File: config.mk
export PLATFORM = sky130hd
export DESIGN_NAME = cache_nway_wb_flat
export DESIGN_NICKNAME = d
export VERILOG_FILES = /design/src/rtl/cache_pkg.sv /design/src/rtl/cache_nway_wb_if.sv /design/src/rtl/cache_lru.sv /design/src/rtl/cache_nway_wb.sv /design/src/flat_wrapper.sv
export SDC_FILE = /design/constraint.sdc
export NUM_CORES = 1
export LEC_CHECK = 0
export CELL_PAD_IN_SITES_DETAIL_PLACEMENT = 1
export CELL_PAD_IN_SITES_GLOBAL_PLACEMENT = 1
export CORE_MARGIN = 2
export CORE_UTILIZATION = 52
export DETAILED_ROUTE_END_ITERATION = 6
export GPL_ROUTABILITY_DRIVEN = 0
export HOLD_SLACK_MARGIN = 0.06
export PLACE_DENSITY = 0.86
export SLEW_MARGIN = 15
export SYNTH_ARGS = -nofsm -noshare
export SYNTH_HDL_FRONTEND = slang
export SYNTH_SLANG_ARGS = --single-unit
File: constraint.sdc
create_clock -name clk -period 8.97 [get_ports clk]
set_input_delay 1.794 -clock clk [delete_from_list [all_inputs] [get_ports clk]]
set_output_delay 1.794 -clock clk [all_outputs]
set_load 0.01 [all_outputs]
File: src/rtl/cache_pkg.sv
// Shared types and field-width helpers for the N-way write-back cache.
// FSM state encoding plus address/line width functions.
package cache_pkg;

  typedef enum logic [1:0] {
    IDLE,
    COMPARE,
    WRITEBACK,
    ALLOCATE
  } state_t;

  function automatic int off_w(int data_w);
    return $clog2(data_w / 8);
  endfunction

  function automatic int word_w(int block_words);
    return $clog2(block_words);
  endfunction

  function automatic int idx_w(int sets);
    return $clog2(sets);
  endfunction

  function automatic int tag_w(int addr_w, int data_w,
                               int block_words, int sets);
    return addr_w - off_w(data_w)
         - word_w(block_words) - idx_w(sets);
  endfunction

  function automatic int line_w(int data_w, int block_words);
    return data_w * block_words;
  endfunction

  // Zero-width fields still need a 1-bit carrier vector.
  function automatic int safe_w(int w);
    return (w > 0) ? w : 1;
  endfunction

endpackage

File: src/rtl/cache_nway_wb_if.sv
// CPU-side and memory-side buses of the cache.
// slave: the cache (answers CPU, issues memory requests); master: CPU + memory.
interface cache_nway_wb_if
  import cache_pkg::*;
#(
  parameter int ADDR_W      = 10,
  parameter int DATA_W      = 32,
  parameter int BLOCK_WORDS = 1
) ();

  localparam int LINE_W = line_w(DATA_W, BLOCK_WORDS);

  logic              cpuReq;
  logic              isRead;
  logic [ADDR_W-1:0] address;
  logic [DATA_W-1:0] writeData;
  logic [DATA_W-1:0] readData;
  logic              cpuReady;
  logic              isHit;

  logic              memReq;
  logic              memWrite;
  logic [ADDR_W-1:0] memAddress;
  logic [LINE_W-1:0] memWriteData;
  logic [LINE_W-1:0] memReadData;
  logic              memReady;

  modport slave (
    input  cpuReq, isRead, address, writeData,
    output readData, cpuReady, isHit,
    output memReq, memWrite, memAddress, memWriteData,
    input  memReadData, memReady
  );

  modport master (
    output cpuReq, isRead, address, writeData,
    input  readData, cpuReady, isHit,
    input  memReq, memWrite, memAddress, memWriteData,
    output memReadData, memReady
  );

endinterface

File: src/rtl/cache_lru.sv
// True-LRU age array: one age counter per way per set, oldest way = victim.
// Ports: clk, reset, set_idx, touch_way, update strobe -> victim way.
module cache_lru
  import cache_pkg::*;
#(
  parameter int WAYS  = 2,
  parameter int SETS  = 4,
  parameter int IDX_W = 2,
  parameter int WAY_W = 1
) (
  input  logic             clk,
  input  logic             reset,
  input  logic [IDX_W-1:0] set_idx,
  input  logic [WAY_W-1:0] touch_way,
  input  logic             update,
  output logic [WAY_W-1:0] victim
);

  generate
    if (WAYS == 1) begin : g_one
      assign victim = '0;
    end else begin : g_age
      logic [WAY_W-1:0] age [SETS][WAYS];

      always_ff @(posedge clk) begin
        if (reset) begin
          for (int s = 0; s < SETS; s++)
            for (int w = 0; w < WAYS; w++)
              age[s][w] <= WAY_W'(w);
        end else if (update) begin
          for (int w = 0; w < WAYS; w++) begin
            if (WAY_W'(w) == touch_way)
              age[set_idx][w] <= '0;
            else if (age[set_idx][w] < age[set_idx][touch_way])
              age[set_idx][w] <= age[set_idx][w] + 1'b1;
          end
        end
      end

      // Ages stay a permutation, so exactly one way holds WAYS-1.
      always_comb begin
        victim = '0;
        for (int w = 0; w < WAYS; w++)
          if (age[set_idx][w] == WAY_W'(WAYS - 1))
            victim = WAY_W'(w);
      end
    end
  endgenerate

endmodule

File: src/rtl/cache_nway_wb.sv
// N-way set-associative write-back/write-allocate cache, true-LRU.
// Ports: clk, reset, bus (CPU + memory). CACHE_STATS_EN adds hit/miss/wb counters.
module cache_nway_wb
  import cache_pkg::*;
#(
  parameter int ADDR_W      = 10,
  parameter int DATA_W      = 32,
  parameter int WAYS        = 2,
  parameter int SETS        = 4,
  parameter int BLOCK_WORDS = 1
) (
  input  logic            clk,
  input  logic            reset,
  cache_nway_wb_if.slave  bus
`ifdef CACHE_STATS_EN
  ,
  output logic [31:0]     hitCount,
  output logic [31:0]     missCount,
  output logic [31:0]     wbCount
`endif
);

  localparam int OFF_W  = off_w(DATA_W);
  localparam int WRD_W  = word_w(BLOCK_WORDS);
  localparam int IDX_W  = idx_w(SETS);
  localparam int TAG_W  = tag_w(ADDR_W, DATA_W, BLOCK_WORDS, SETS);
  localparam int LINE_W = line_w(DATA_W, BLOCK_WORDS);
  localparam int WRD_S  = safe_w(WRD_W);
  localparam int IDX_S  = safe_w(IDX_W);
  localparam int WAY_S  = safe_w($clog2(WAYS));

  state_t state, state_n;

  logic [ADDR_W-1:0] addr_q;
  logic              rd_q;
  logic [DATA_W-1:0] wd_q;
  logic              first_q;
  logic [WAY_S-1:0]  vic_q;

  logic              mreq_q;
  logic              mwr_q;
  logic [ADDR_W-1:0] maddr_q;
  logic [LINE_W-1:0] mwdata_q;

  logic [TAG_W-1:0]  tag_a   [SETS][WAYS];
  logic [LINE_W-1:0] data_a  [SETS][WAYS];
  logic [WAYS-1:0]   valid_a [SETS];
  logic [WAYS-1:0]   dirty_a [SETS];

  logic [WRD_S-1:0]  wsel;
  logic [IDX_S-1:0]  set;
  logic [TAG_W-1:0]  tag;
  logic              hit;
  logic [WAY_S-1:0]  hit_way;
  logic [WAY_S-1:0]  vic;
  logic [WAY_S-1:0]  lru_vic;
  logic [LINE_W-1:0] hit_line;
  logic [LINE_W-1:0] merged;
  logic [DATA_W-1:0] hit_word;
  logic              cpu_done;
  logic              fill;
  logic              wb_done;

  assign wsel = WRD_S'(addr_q >> OFF_W) & WRD_S'(BLOCK_WORDS - 1);
  assign set  = IDX_S'(addr_q >> (OFF_W + WRD_W)) & IDX_S'(SETS - 1);
  assign tag  = TAG_W'(addr_q >> (OFF_W + WRD_W + IDX_W));

  function automatic logic [ADDR_W-1:0] line_addr(
    logic [TAG_W-1:0] t, logic [IDX_S-1:0] s);
    return (ADDR_W'(t) << (OFF_W + WRD_W + IDX_W))
         | (ADDR_W'(s) << (OFF_W + WRD_W));
  endfunction

  always_comb begin
    hit     = 1'b0;
    hit_way = '0;
    for (int w = 0; w < WAYS; w++)
      if (valid_a[set][w] && tag_a[set][w] == tag) begin
        hit     = 1'b1;
        hit_way = WAY_S'(w);
      end
  end

  // Free ways win over LRU; scan down so the lowest free index sticks.
  always_comb begin
    vic = lru_vic;
    for (int w = WAYS - 1; w >= 0; w--)
      if (!valid_a[set][w])
        vic = WAY_S'(w);
  end

  assign hit_line = data_a[set][hit_way];
  assign hit_word = hit_line[int'(wsel) * DATA_W +: DATA_W];

  always_comb begin
    merged = hit_line;
    merged[int'(wsel) * DATA_W +: DATA_W] = wd_q;
  end

  assign fill    = (state == ALLOCATE) && mreq_q && bus.memReady;
  assign wb_done = (state == WRITEBACK) && mreq_q && bus.memReady;

  always_comb begin
    state_n  = state;
    cpu_done = 1'b0;
    unique case (state)
      IDLE:
        if (bus.cpuReq) state_n = COMPARE;
      COMPARE:
        if (hit) begin
          cpu_done = 1'b1;
          state_n  = IDLE;
        end else if (valid_a[set][vic] && dirty_a[set][vic])
          state_n = WRITEBACK;
        else
          state_n = ALLOCATE;
      WRITEBACK:
        if (wb_done) state_n = ALLOCATE;
      ALLOCATE:
        if (fill) state_n = COMPARE;
      default:
        state_n = IDLE;
    endcase
  end

  assign bus.cpuReady     = cpu_done;
  assign bus.isHit        = cpu_done & first_q;
  assign bus.readData     = cpu_done ? hit_word : '0;
  assign bus.memReq       = mreq_q;
  assign bus.memWrite     = mwr_q;
  assign bus.memAddress   = maddr_q;
  assign bus.memWriteData = mwdata_q;

  // Memory requests are issued from a register, so each transfer
  // leaves a one-cycle memReq gap before the next one starts.
  always_ff @(posedge clk) begin
    if (reset) begin
      state    <= IDLE;
      addr_q   <= '0;
      rd_q     <= 1'b0;
      wd_q     <= '0;
      first_q  <= 1'b0;
      vic_q    <= '0;
      mreq_q   <= 1'b0;
      mwr_q    <= 1'b0;
      maddr_q  <= '0;
      mwdata_q <= '0;
    end else begin
      state <= state_n;
      unique case (state)
        IDLE:
          if (bus.cpuReq) begin
            addr_q  <= bus.address;
            rd_q    <= bus.isRead;
            wd_q    <= bus.writeData;
            first_q <= 1'b1;
          end
        COMPARE:
          if (!hit) begin
            first_q <= 1'b0;
            vic_q   <= vic;
          end
        WRITEBACK:
          if (!mreq_q) begin
            mreq_q   <= 1'b1;
            mwr_q    <= 1'b1;
            maddr_q  <= line_addr(tag_a[set][vic_q], set);
            mwdata_q <= data_a[set][vic_q];
          end else if (bus.memReady)
            mreq_q <= 1'b0;
        ALLOCATE:
          if (!mreq_q) begin
            mreq_q   <= 1'b1;
            mwr_q    <= 1'b0;
            maddr_q  <= line_addr(tag, set);
            mwdata_q <= '0;
          end else if (bus.memReady)
            mreq_q <= 1'b0;
        default: ;
      endcase
    end
  end

  always_ff @(posedge clk) begin
    if (reset) begin
      for (int s = 0; s < SETS; s++) begin
        valid_a[s] <= '0;
        dirty_a[s] <= '0;
      end
    end else if (fill) begin
      valid_a[set][vic_q] <= 1'b1;
      dirty_a[set][vic_q] <= 1'b0;
    end else if (cpu_done && !rd_q)
      dirty_a[set][hit_way] <= 1'b1;
  end

  always_ff @(posedge clk) begin
    if (!reset) begin
      if (fill) begin
        tag_a[set][vic_q]  <= tag;
        data_a[set][vic_q] <= bus.memReadData;
      end else if (cpu_done && !rd_q)
        data_a[set][hit_way] <= merged;
    end
  end

  cache_lru #(
    .WAYS  (WAYS),
    .SETS  (SETS),
    .IDX_W (IDX_S),
    .WAY_W (WAY_S)
  ) u_lru (
    .clk       (clk),
    .reset     (reset),
    .set_idx   (set),
    .touch_way (hit_way),
    .update    (cpu_done),
    .victim    (lru_vic)
  );

`ifdef CACHE_STATS_EN
  always_ff @(posedge clk) begin
    if (reset) begin
      hitCount  <= '0;
      missCount <= '0;
      wbCount   <= '0;
    end else begin
      if (state == COMPARE && first_q && hit && hitCount != '1)
        hitCount <= hitCount + 32'd1;
      if (state == COMPARE && first_q && !hit && missCount != '1)
        missCount <= missCount + 32'd1;
      if (wb_done && wbCount != '1)
        wbCount <= wbCount + 32'd1;
    end
  end
`endif

endmodule
File: src/flat_wrapper.sv
// flat-port wrapper written by rule: the top's interface ports become plain ports
module cache_nway_wb_flat import cache_pkg::*;
#(
  parameter int ADDR_W      = 10,
  parameter int DATA_W      = 32,
  parameter int WAYS        = 2,
  parameter int SETS        = 4,
  parameter int BLOCK_WORDS = 1
)
  (clk, reset, bus_cpuReq, bus_isRead, bus_address, bus_writeData, bus_readData, bus_cpuReady, bus_isHit, bus_memReq, bus_memWrite, bus_memAddress, bus_memWriteData, bus_memReadData, bus_memReady);
  cache_nway_wb_if #(.ADDR_W(ADDR_W), .DATA_W(DATA_W), .BLOCK_WORDS(BLOCK_WORDS)) bus_i ();
  input  logic clk;
  input  logic reset;
  input wire logic [$bits(bus_i.cpuReq)-1:0] bus_cpuReq;
  input wire logic [$bits(bus_i.isRead)-1:0] bus_isRead;
  input wire logic [$bits(bus_i.address)-1:0] bus_address;
  input wire logic [$bits(bus_i.writeData)-1:0] bus_writeData;
  output wire logic [$bits(bus_i.readData)-1:0] bus_readData;
  output wire logic [$bits(bus_i.cpuReady)-1:0] bus_cpuReady;
  output wire logic [$bits(bus_i.isHit)-1:0] bus_isHit;
  output wire logic [$bits(bus_i.memReq)-1:0] bus_memReq;
  output wire logic [$bits(bus_i.memWrite)-1:0] bus_memWrite;
  output wire logic [$bits(bus_i.memAddress)-1:0] bus_memAddress;
  output wire logic [$bits(bus_i.memWriteData)-1:0] bus_memWriteData;
  input wire logic [$bits(bus_i.memReadData)-1:0] bus_memReadData;
  input wire logic [$bits(bus_i.memReady)-1:0] bus_memReady;
  assign bus_i.cpuReq = bus_cpuReq;
  assign bus_i.isRead = bus_isRead;
  assign bus_i.address = bus_address;
  assign bus_i.writeData = bus_writeData;
  assign bus_readData = bus_i.readData;
  assign bus_cpuReady = bus_i.cpuReady;
  assign bus_isHit = bus_i.isHit;
  assign bus_memReq = bus_i.memReq;
  assign bus_memWrite = bus_i.memWrite;
  assign bus_memAddress = bus_i.memAddress;
  assign bus_memWriteData = bus_i.memWriteData;
  assign bus_i.memReadData = bus_memReadData;
  assign bus_i.memReady = bus_memReady;
  cache_nway_wb #(.ADDR_W(ADDR_W), .DATA_W(DATA_W), .WAYS(WAYS), .SETS(SETS), .BLOCK_WORDS(BLOCK_WORDS)) u_core (.clk(clk), .reset(reset), .bus(bus_i));
endmodule
## Word-level counts from Yosys, hierarchy flattened

Memories as Yosys holds them, arrays and structs flattened. A register that Yosys moved wholly into a read port is not among the register bits.
Cells that the tools add are included.

| word-level totals | value |
|---|---|
| register bits | 91 |
| bits of input ports | 79 |
| logic and storage cells | 310 |
| memories | 5 |
| output and inout bits | 78 |
| memory bits (writable) | 328 |

| cells by class | value |
|---|---|
| order comparisons | 11 |
| $add $sub $neg | 2 |
| equal/unequal tests | 11 |
| reductions and logical operators | 25 |
| muxes and demuxes | 172 |
| bitwise operators | 74 |

Memory list:

| name | words | bits a word | read ports | clocked after memory_dff | write ports | line | text |
|---|---|---|---|---|---|---|---|
| u_core.data_a | 4 | 64 | 1 | 1 | 1 | cache_nway_wb.sv:46 | `logic [LINE_W-1:0] data_a [SETS][WAYS];` |
| u_core.tag_a | 4 | 12 | 1 | 1 | 1 | cache_nway_wb.sv:45 | `logic [TAG_W-1:0] tag_a [SETS][WAYS];` |
| u_core.dirty_a | 4 | 2 | 1 | 1 | 4 | cache_nway_wb.sv:48 | `logic [WAYS-1:0] dirty_a [SETS];` |
| u_core.u_lru.g_age.age | 4 | 2 | 1 | 1 | 4 | cache_lru.sv:23 | `logic [WAY_W-1:0] age [SETS][WAYS];` |
| u_core.valid_a | 4 | 2 | 1 | 1 | 4 | cache_nway_wb.sv:47 | `logic [WAYS-1:0] valid_a [SETS];` |

Operators by type and width:

| kind | number |
|---|---|
| 2-to-1 mux 32 bit | 11 |
| 2-to-1 mux 64 bit | 2 |
| 2-to-1 mux 1 bit | 117 |
| OR 1 bit | 68 |
| demux 32 bit (select 1 bit) | 2 |
| case mux 32 bit (2 select lines) | 1 |
| 2-to-1 mux 2 bit | 25 |
| 2-to-1 mux 6 bit | 4 |
| 2-to-1 mux 10 bit | 2 |
| OR 10 x 4 -> 10 bit | 2 |
| case mux 10 bit (2 select lines) | 1 |
| equality test 6 bit | 2 |
| logical AND 1 bit | 12 |
| 2-to-1 mux 12 bit | 1 |
| AND reduction 3 bit | 3 |
| inequality test 2 bit (second input constant) | 4 |
| case mux 2 bit (4 select lines) | 1 |
| OR reduction 2 bit | 4 |
| demux 6 bit (select 1 bit) | 1 |
| less-than comparator 1 x 2 -> 1 bit (second input constant) | 3 |
| equality test 2 bit (second input constant) | 2 |
| greater-or-equal comparator 2 bit (second input constant) | 2 |
| less-than comparator 2 x 1 -> 1 bit (second input constant) | 2 |
| inequality test 2 x 1 -> 1 bit (second input constant) | 2 |
| other kinds (13) | 21 |

## Logic depth before layout (Yosys ltp)

Gate-level depths: netlist (run 1).

| depth | value |
|---|---|
| depth in word-level cells | 16 |
| mapped depth | 10 |
| gate-level depth less buffers | 8 |

## Cells and area by module

From an unflattened synthesis (run 1), not the netlist that was laid out.

| second synthesis, totals | value |
|---|---|
| cell total of the unflattened synthesis | 1157 |
| area total of the unflattened synthesis | 17666.9 um2 |

Modules (own cells, without submodules):

| module | cells each | times used | seq. area each (um2) | area an instance (um2) |
|---|---|---|---|---|
| cache_nway_wb | 1115 | 1 | 11390.9 | 17136.4 |
| cache_lru | 42 | 1 | 230.2 | 530.5 |

## Least setup slack after synthesis (run 1)

Ideal clock, no wire load.

| timing path | value |
|---|---|
| path type | input -> register |
| from | input reset |
| to | memory u_core.data_a[2][0] (netlist name), enable pin |
| arrival time | 4.132 ns |
| buffers on the path | 1 |
| path slack | 4.417 ns |
| stages | 7 |
| cell sequence | clkbuf_1 -> nor3b_1 -> and2_1 -> nand2_1 -> inv_2 -> a21oi_1 -> nor2_1 |

| between the ends | value |
|---|---|
| longest elaborated chain between the ends | 3 |
| elaborated cells between the ends (all ways) | 5 |

RTL lines:

| what | line | text |
|---|---|---|
| from (decl) | flat_wrapper.sv:13 | `input logic reset;` |
| 2-to-1 mux 1 bit | cache_nway_wb.sv:198 | `if (!reset) begin` |
| 2-to-1 mux 64 bit (on tied branches) | cache_nway_wb.sv:201, cache_nway_wb.sv:203 |  |
| OR 1 bit (no line) * | n/a |  |
| to (decl) | cache_nway_wb.sv:46 |  |

Every way passes the cells marked *; elsewhere a longest branch is shown, timed or not.

==> run metrics, run 1 <==
Setup violations, final=0; slowest cell on the critical path=sky130_fd_sc_hd__dfxtp_4; cell area after synthesis=17400 sq um; max-slew violation total from the final report=0; count of flip-flops with a built-in enable after synthesis=327; violation count after the first detailed-route iteration=1192; total internal power=3.53 mW; result of the run=finished, final reports clean; switching power as a share of total power=26.1%; standby leakage power=6.54 nW; proportion of power drawn by flip-flops and latches=46.9%; Max-Cap Viols=0; CTS tree=done; global-route wire length before repair=80500 um; worst min path class=reg -> reg; hold endpoint=u_core.bus.memAddress[3]; share of async-settable or async-resettable flops after synthesis=0%; total cell area at the placement stage=19300 sq um; post-route setup TNS=0 ns; number of cells produced by synthesis=1152; setup slack of the worst register-to-register path=2.77 ns; fill cell count=3005; gr usage total=31.1%; RSZ-0062 raised after global routing=false; Top Ports=157; Min Clock Period, post-route=6.81 ns; portion of the clock cycle consumed by the worst path in the final layout=75.9%; via total after detailed routing=11400; residual antenna-violating net count after detailed routing=0; Clock transition at path regs=0.06 ns; area of the die=34900 sq um; die height=187 um; number of unique standard cell types used by synthesis=48; Worst Setup Start Kind=flop; total wire length after detailed routing=54000 um; # resized after CTS=0; number of warnings reported in the yosys synthesis log=0; Placed Cells=1686; Die W=187 um; CP cell instances=buf_4 > mux4_2 > nand4_1 > nor3_4 > buf_4 > nand3_1 > a21boi_1 > clkdlybuf4s50_1; required arrival time at the worst endpoint=7.18 ns; number of buffers inserted during clock tree synthesis=42; H-tree levels=2; average footprint of a synthesized cell=15.1 sq um; worst-case clock skew=0.0169 ns; total setup buffers inserted after CTS=0; register bit total from synthesis=417; stages on the worst setup path=8; maximum clock frequency=147 MHz; most used cell, CP=sky130_fd_sc_hd__buf_4; VDD IR-drop max=0.000169 V; cell family with the largest share of critical-path delay=buffers and inverters; clock root cell=sky130_fd_sc_hd__clkbuf_16; Hold Vio Cnt, Final=0; critical path class=reg -> out; slowest cell delay on critical path=0.80 ns; proportion of power drawn by the clock network=38.4%; Detailed Routing Iterations Pass 1=6; final non-filler cell area=20700 sq um; arrival time of data at the critical path endpoint=5.02 ns; Detailed Place HPWL=30000 um; antenna violations before repair=1; Via density=6.45; maximum fanout along the worst path=34; WL per Instance=30.7 um; area used by multi-input combinational logic=5450 sq um; area of all sequential standard cells=11600 sq um; proportion of layout cells with a drive suffix above 1=17.7%; maximum number of pins on one net before global-route repair=77; initial standard-cell utilization of the core=53.2%; hold buffer count at CTS=0; endpoint kind of the worst setup timing path=output pin; Placeable Area=32700 sq um; number of I/O port buffers=152; startpoint of the tightest hold check path=u_core.bus.memAddress[3]; number of sinks on the clock net=417; fraction of the yosys area taken by sequential cells=66.8%; number of buffers and inverters on the critical path=3; number of cells on the worst hold path=2; P_sw=1.24 mW; Main synth FF type=sky130_fd_sc_hd__edfxtp_1; power per cell area=230 nW/um^2; Post-Layout Cell Count=1762; # rows=66; Crit Reg-Reg Endpoint=u_core.data_a[1][28]; Max transition margin=17.4%; combinational share of power=14.6%; DR DRC count=0; GRT overflow=0; number of global-route vias before repair=12600; signed area change from the synthesized netlist to the final layout=19.3%; number of cells traversed by the worst register-to-register path=10; clock network latency to the later pin of the worst-skew pair=0.54 ns; clock buffer depth=3; slew at the pin closest to its max-slew limit=1.23 ns; Final nets=1371
flip-flops by register name (all words and copies together) (netlist names), named ones only:
register and flops:
u_core.state 2, u_core.bus.memReq 1, u_core.tag_a 48, u_core.u_lru.g_age.age 8
u_core.dirty_a 8, u_core.first_q 1, u_core.bus.memAddress 8, u_core.merged 32
u_core.addr_q 8, u_core.valid_a 8, u_core.vic_q 1, u_core.bus.memWriteData 32
u_core.data_a 256, u_core.bus.memWrite 1, u_core.rd_q 1
worst max-delay path by stage:
stage | start | endpoint | slack, ns
finish | flop | bus_readData[31] | 2.16
detailed placement | bus_memReady | u_core.data_a[3][28] | 2.77
CTS | flop | bus_readData[31] | 2.15
global route | flop | bus_readData[31] | 1.99
floorplan | reset | u_core.data_a[2][0] | 4.42
global placement | flop | bus_readData[21] | 3.00
power groups by stage:
stage	Combinational [mW]	Clock (mW)	Sequential [mW]
after detailed placement	0.672	0	2.27
after global routing	0.737	1.90	2.25
after floorplan	0.436	0	2.23
after global placement	0.638	0	2.27
after CTS	0.694	1.84	2.24
final	0.698	1.83	2.24
cells in the final DEF (no fill, tap or decap), drive strengths merged, types with 22 or more instances in the layout:
cell	n
a21boi	32
a21oi	51
a22oi	32
buf	22
clkbuf	56
clkdlybuf4s50	151
dfxtp	90
edfxtp	327
mux2	100
mux4	82
nand2	141
nand3	39
nor2	84
o21ai	24
tightest hold or removal path: cells and delay by family (launching register included):
kind               cells  cell delay [ns]
AOI/OAI and AO/OA      1             0.06
DFF                    1             0.31
and+or+nand+nor        1             0.05
metal layers:
layer  part of all wire [%]  global-route usage (%)  wire [um]  vias up
met5                      0                       0          0        -
met4                    5.0                    16.5       2720        0
met3                    7.1                    5.14       3860      185
met2                     52                    54.4      28100      644
met1                     36                    37.1      19400     5882
li1                       -                       -          -     4659
cells by family after synthesis:
kind of cell	synth area share [%]
adder cells (fa/ha/maj)	0.288
buffers and inverters	2.34
flip-flops	66.8
multiplexers	17.3
other	0.0216
XOR/XNOR	0.604
AND/OR/NAND/NOR	7.12
AO/OA/AOI/OAI	5.48
stage by stage:
| step | power [mW] | hold WS (ns) | setup slack, ns | util [%] |
|---|---|---|---|---|
| 2_1_floorplan | 2.67 | 0.437 | 4.42 | - |
| 3_3_place_gp | 2.90 | 0.444 | 3.00 | 59.1 |
| 3_5_place_dp | 2.95 | 0.451 | 2.77 | 59.1 |
| 4_1_cts | 4.77 | 0.466 | 2.15 | 63.4 |
| 5_1_grt | 4.89 | 0.486 | 1.99 | 63.4 |
| 6_report | 4.77 | 0.463 | 2.16 | 63.4 |
cell type report:
cell class              instances  share of cell area [%]
well taps                     442                    2.67
inverters                       8                   0.145
repair buffers                173                    8.08
flip-flops and latches        417                    56.1
multi-input cells             646                    26.3
clock inverters                19                    1.33
diodes                          1                  0.0121
clock buffers                  56                    5.42
cells in the mapped netlist, types with 4 or more instances:
library cell | instances | area share [%]
sky130_fd_sc_hd__a21boi_1 | 32 | 1.4
sky130_fd_sc_hd__a21oi_1 | 51 | 1.5
sky130_fd_sc_hd__a222oi_1 | 4 | 0.23
sky130_fd_sc_hd__a22oi_1 | 32 | 1.4
sky130_fd_sc_hd__buf_1 | 6 | 0.13
sky130_fd_sc_hd__buf_2 | 16 | 0.46
sky130_fd_sc_hd__buf_6 | 5 | 0.32
sky130_fd_sc_hd__clkbuf_1 | 52 | 1.1
sky130_fd_sc_hd__dfxtp_1 | 90 | 10
sky130_fd_sc_hd__edfxtp_1 | 327 | 56
sky130_fd_sc_hd__ha_1 | 4 | 0.29
sky130_fd_sc_hd__inv_1 | 6 | 0.13
sky130_fd_sc_hd__mux2_1 | 50 | 3.2
sky130_fd_sc_hd__mux2_2 | 50 | 3.2
sky130_fd_sc_hd__mux2i_1 | 4 | 0.23
sky130_fd_sc_hd__mux4_2 | 82 | 11
sky130_fd_sc_hd__nand2_1 | 141 | 3.0
sky130_fd_sc_hd__nand2b_1 | 4 | 0.14
sky130_fd_sc_hd__nand3_1 | 38 | 1.1
sky130_fd_sc_hd__nor2_1 | 84 | 1.8
sky130_fd_sc_hd__nor3_1 | 4 | 0.12
sky130_fd_sc_hd__o21ai_0 | 20 | 0.58
sky130_fd_sc_hd__o21ai_1 | 4 | 0.12
sky130_fd_sc_hd__xnor2_1 | 11 | 0.55
Note: power is estimated with default switching activity, not from simulation.
==> run 2: changes to the inputs <==
Settings changed: CORE_UTILIZATION 52 to 48, PLACE_DENSITY 0.86 to 0.8.
Clock period 8.97 ns to 6.4 ns, I/O delays scaled along.
==> run 2 against run 1 <==
Net effect:
- the flow now finishes with violations (DRC)
- die area rose by 8.1%
- wire length fell by 6.2%
- register-to-register slack got worse by 1.1 ns
- power rose by 39%
- sequential power rose by 39%
- clock power rose by 39%
- count of clock-buffer cells in the layout rose by 4
- critical path depth did not move
- sequential cell count did not move
- design area rose by 0.66%
- via count fell by 3.6%
- critical path type unchanged
- critical endpoint is now bus_readData[20]
==> run metrics, run 2 (same netlist as run 1, synthesis figures left out) <==
result of the run=finished with violations; total internal power=4.92 mW (+40%); post-route setup TNS=0 ns (unchanged); hold buffer count at CTS=0 (unchanged); Die W=194 um (+4.0%); most frequent cells in the layout=327 x sky130_fd_sc_hd__edfxtp_1, 151 x sky130_fd_sc_hd__clkdlybuf4s50_1, 140 x sky130_fd_sc_hd__nand2_1; clock network latency to the later pin of the worst-skew pair=0.55 ns (about the same); total wire length after detailed routing=50700 um (-6.2%); standby leakage power=6.62 nW (+1.3%); max-slew violation total from the final report=0 (unchanged); maximum number of pins on one net before global-route repair=57 (-26%); total cell area at the placement stage=19400 sq um (+0.39%); gr usage total=26.9% (-4.2 points); combinational share of power=14.7% (about the same); portion of the clock cycle consumed by the worst path in the final layout=88.7%; failing checks=DRC; most common cell after layout, fill and taps aside=sky130_fd_sc_hd__edfxtp_1; power per cell area=318 nW/um^2 (+38%); endpoint kind of the worst setup timing path=output pin; number of global-route vias before repair=11900 (-5.5%); Placeable Area=35700 sq um (+9.0%); residual antenna-violating net count after detailed routing=0 (unchanged); final non-filler cell area=20900 sq um (+0.66%); die height=194 um (+4.0%); proportion of power drawn by the clock network=38.2% (-0.2 points); final core utilization=58.5% (-4.9 points); via total after detailed routing=11000 (-3.6%); Top Ports=157 (unchanged); H-tree levels=2 (unchanged); number of sinks on the clock net=417 (unchanged); Clock transition at path regs=0.06 ns (about the same); Setup violations, final=0 (unchanged); WL per Instance=28.3 um (-7.9%); CTS tree=done; number of buffers inserted during clock tree synthesis=43 (+2.4%); startpoint of the tightest hold check path=u_core.bus.memAddress[3]; area of the die=37800 sq um (+8.1%); Detailed Place HPWL=29800 um (-0.90%); Final nets=1380 (+0.66%); registers with the highest flip-flop counts=u_core.data_a (256), u_core.tag_a (48); maximum clock frequency=176 MHz; Max-Cap Viols=0 (unchanged); Max transition margin=21.3% (+3.9 points); most flop-heavy register=u_core.data_a; RSZ-0062 raised after global routing=false; switching power as a share of total power=25.8% (-0.22 points); arrival time of data at the critical path endpoint=4.40 ns (-0.62 ns); violation count after the first detailed-route iteration=1063 (-11%); # rows=69 (+4.5%); Min Clock Period, post-route=5.68 ns; GRT overflow=0 (unchanged); global-route wire length before repair=75300 um (-6.5%); Hold Vio Cnt, Final=0 (unchanged); flip-flop count of the largest register, all copies and words added=256 (unchanged); proportion of layout cells with a drive suffix above 1=18.9% (+1.2 points); antenna violations before repair=1 (unchanged); # resized after CTS=0 (unchanged); signed area change from the synthesized netlist to the final layout=20.0%; fill cell count=3333 (+11%); worst hold slack=0.458 ns (-0.00501 ns); critical path class=reg -> out; clock root cell=sky130_fd_sc_hd__clkbuf_16; number of I/O port buffers=152 (unchanged); total setup buffers inserted after CTS=0 (unchanged); slew at the pin closest to its max-slew limit=1.18 ns (-0.0542 ns); Detailed Routing Iterations Pass 1=7 (+1); Worst Setup Start Kind=flop; worst min path class=reg -> reg; maximum fanout along the worst path=50 (+47%); Via density=6.11 (-5.3%); initial standard-cell utilization of the core=48.8% (-4.4 points); VDD IR-drop max=0.000177 V (+5.1%); DR DRC count=8 (+8); clock buffer depth=3 (unchanged); required arrival time at the worst endpoint=5.12 ns (-2.06 ns); worst-case clock skew=0.0220 ns (+0.00513 ns); proportion of power drawn by flip-flops and latches=47.0% (about the same); power after layout=6.64 mW (+39%); P_sw=1.72 mW (+38%)
## run 2: cell types whose count changed in the layout (fill, tap and decap cells not counted), sizes merged
cell	previous run	this run
bufinv	7	4
clkinvlp	1	0
clkinv	12	16
clkbuf	56	60
buf	22	30
diode	1	2
## run 2: power by group through the flow
stage | Clock (mW) | Sequential [mW] | Combinational (mW)
after floorplan | 0 | 3.13 | 0.611
after global placement | 0 | 3.16 | 0.926
after detailed placement | 0 | 3.17 | 0.956
after CTS | 2.56 | 3.12 | 0.976
after global routing | 2.66 | 3.13 | 1.04
final | 2.54 | 3.12 | 0.979
## run 2: path summary, 6_finish.rpt
| check | end | cells past startpoint | slack, ns |
|---|---|---|---|
| max | bus_readData[20] | 8 | 0.72 |
| min | u_core.bus.memAddress[3] | 2 | 0.46 |
| max reg2reg | u_core.data_a[0][63] | 8 | 1.69 |
| min reg2reg | u_core.bus.memAddress[3] | 2 | 0.46 |
## run 2: critical path, cell delays in order, from the launching register on
cell                              delay [ns]
sky130_fd_sc_hd__dfxtp_4                0.86
sky130_fd_sc_hd__buf_4                  0.59
sky130_fd_sc_hd__mux4_2                 0.36
sky130_fd_sc_hd__nand4_1                0.18
sky130_fd_sc_hd__nor3_4                 0.25
sky130_fd_sc_hd__buf_4                  0.42
sky130_fd_sc_hd__nand3_1                0.20
sky130_fd_sc_hd__a21boi_1               0.32
sky130_fd_sc_hd__clkdlybuf4s50_1        0.61
## run 2: stage by stage
stage / cells / setup slack, ns
CTS: 1791 / 0.732
finish: 1794 / 0.721
detailed placement: 1712 / 1.38
global route: 1793 / 0.633
global placement: 1712 / 1.40
floorplan: 1153 / 2.36
## run 2: area by class of cell
| type | count | area (sq um) | area share [%] |
|---|---|---|---|
| diodes | 2 | 5.00 | 0.0240 |
| clock buffers | 60 | 1210 | 5.80 |
| clock inverters | 19 | 218 | 1.04 |
| inverters | 8 | 30.0 | 0.144 |
| multi-input cells | 646 | 5450 | 26.1 |
| flip-flops and latches | 417 | 11600 | 55.7 |
| well taps | 461 | 577 | 2.76 |
| repair buffers | 181 | 1760 | 8.42 |
## run 2: layer usage
layer  share of wire [%]  GRT usage, %  up-vias  wire length [um]
met1                  39          34.0     5662             19500
li1                    -             -     4672                 -
met2                  52          47.1      528             26200
met5                   0             0        -                 0
met4                 3.0          9.83        0              1510
met3                 6.8          4.46       97              3460
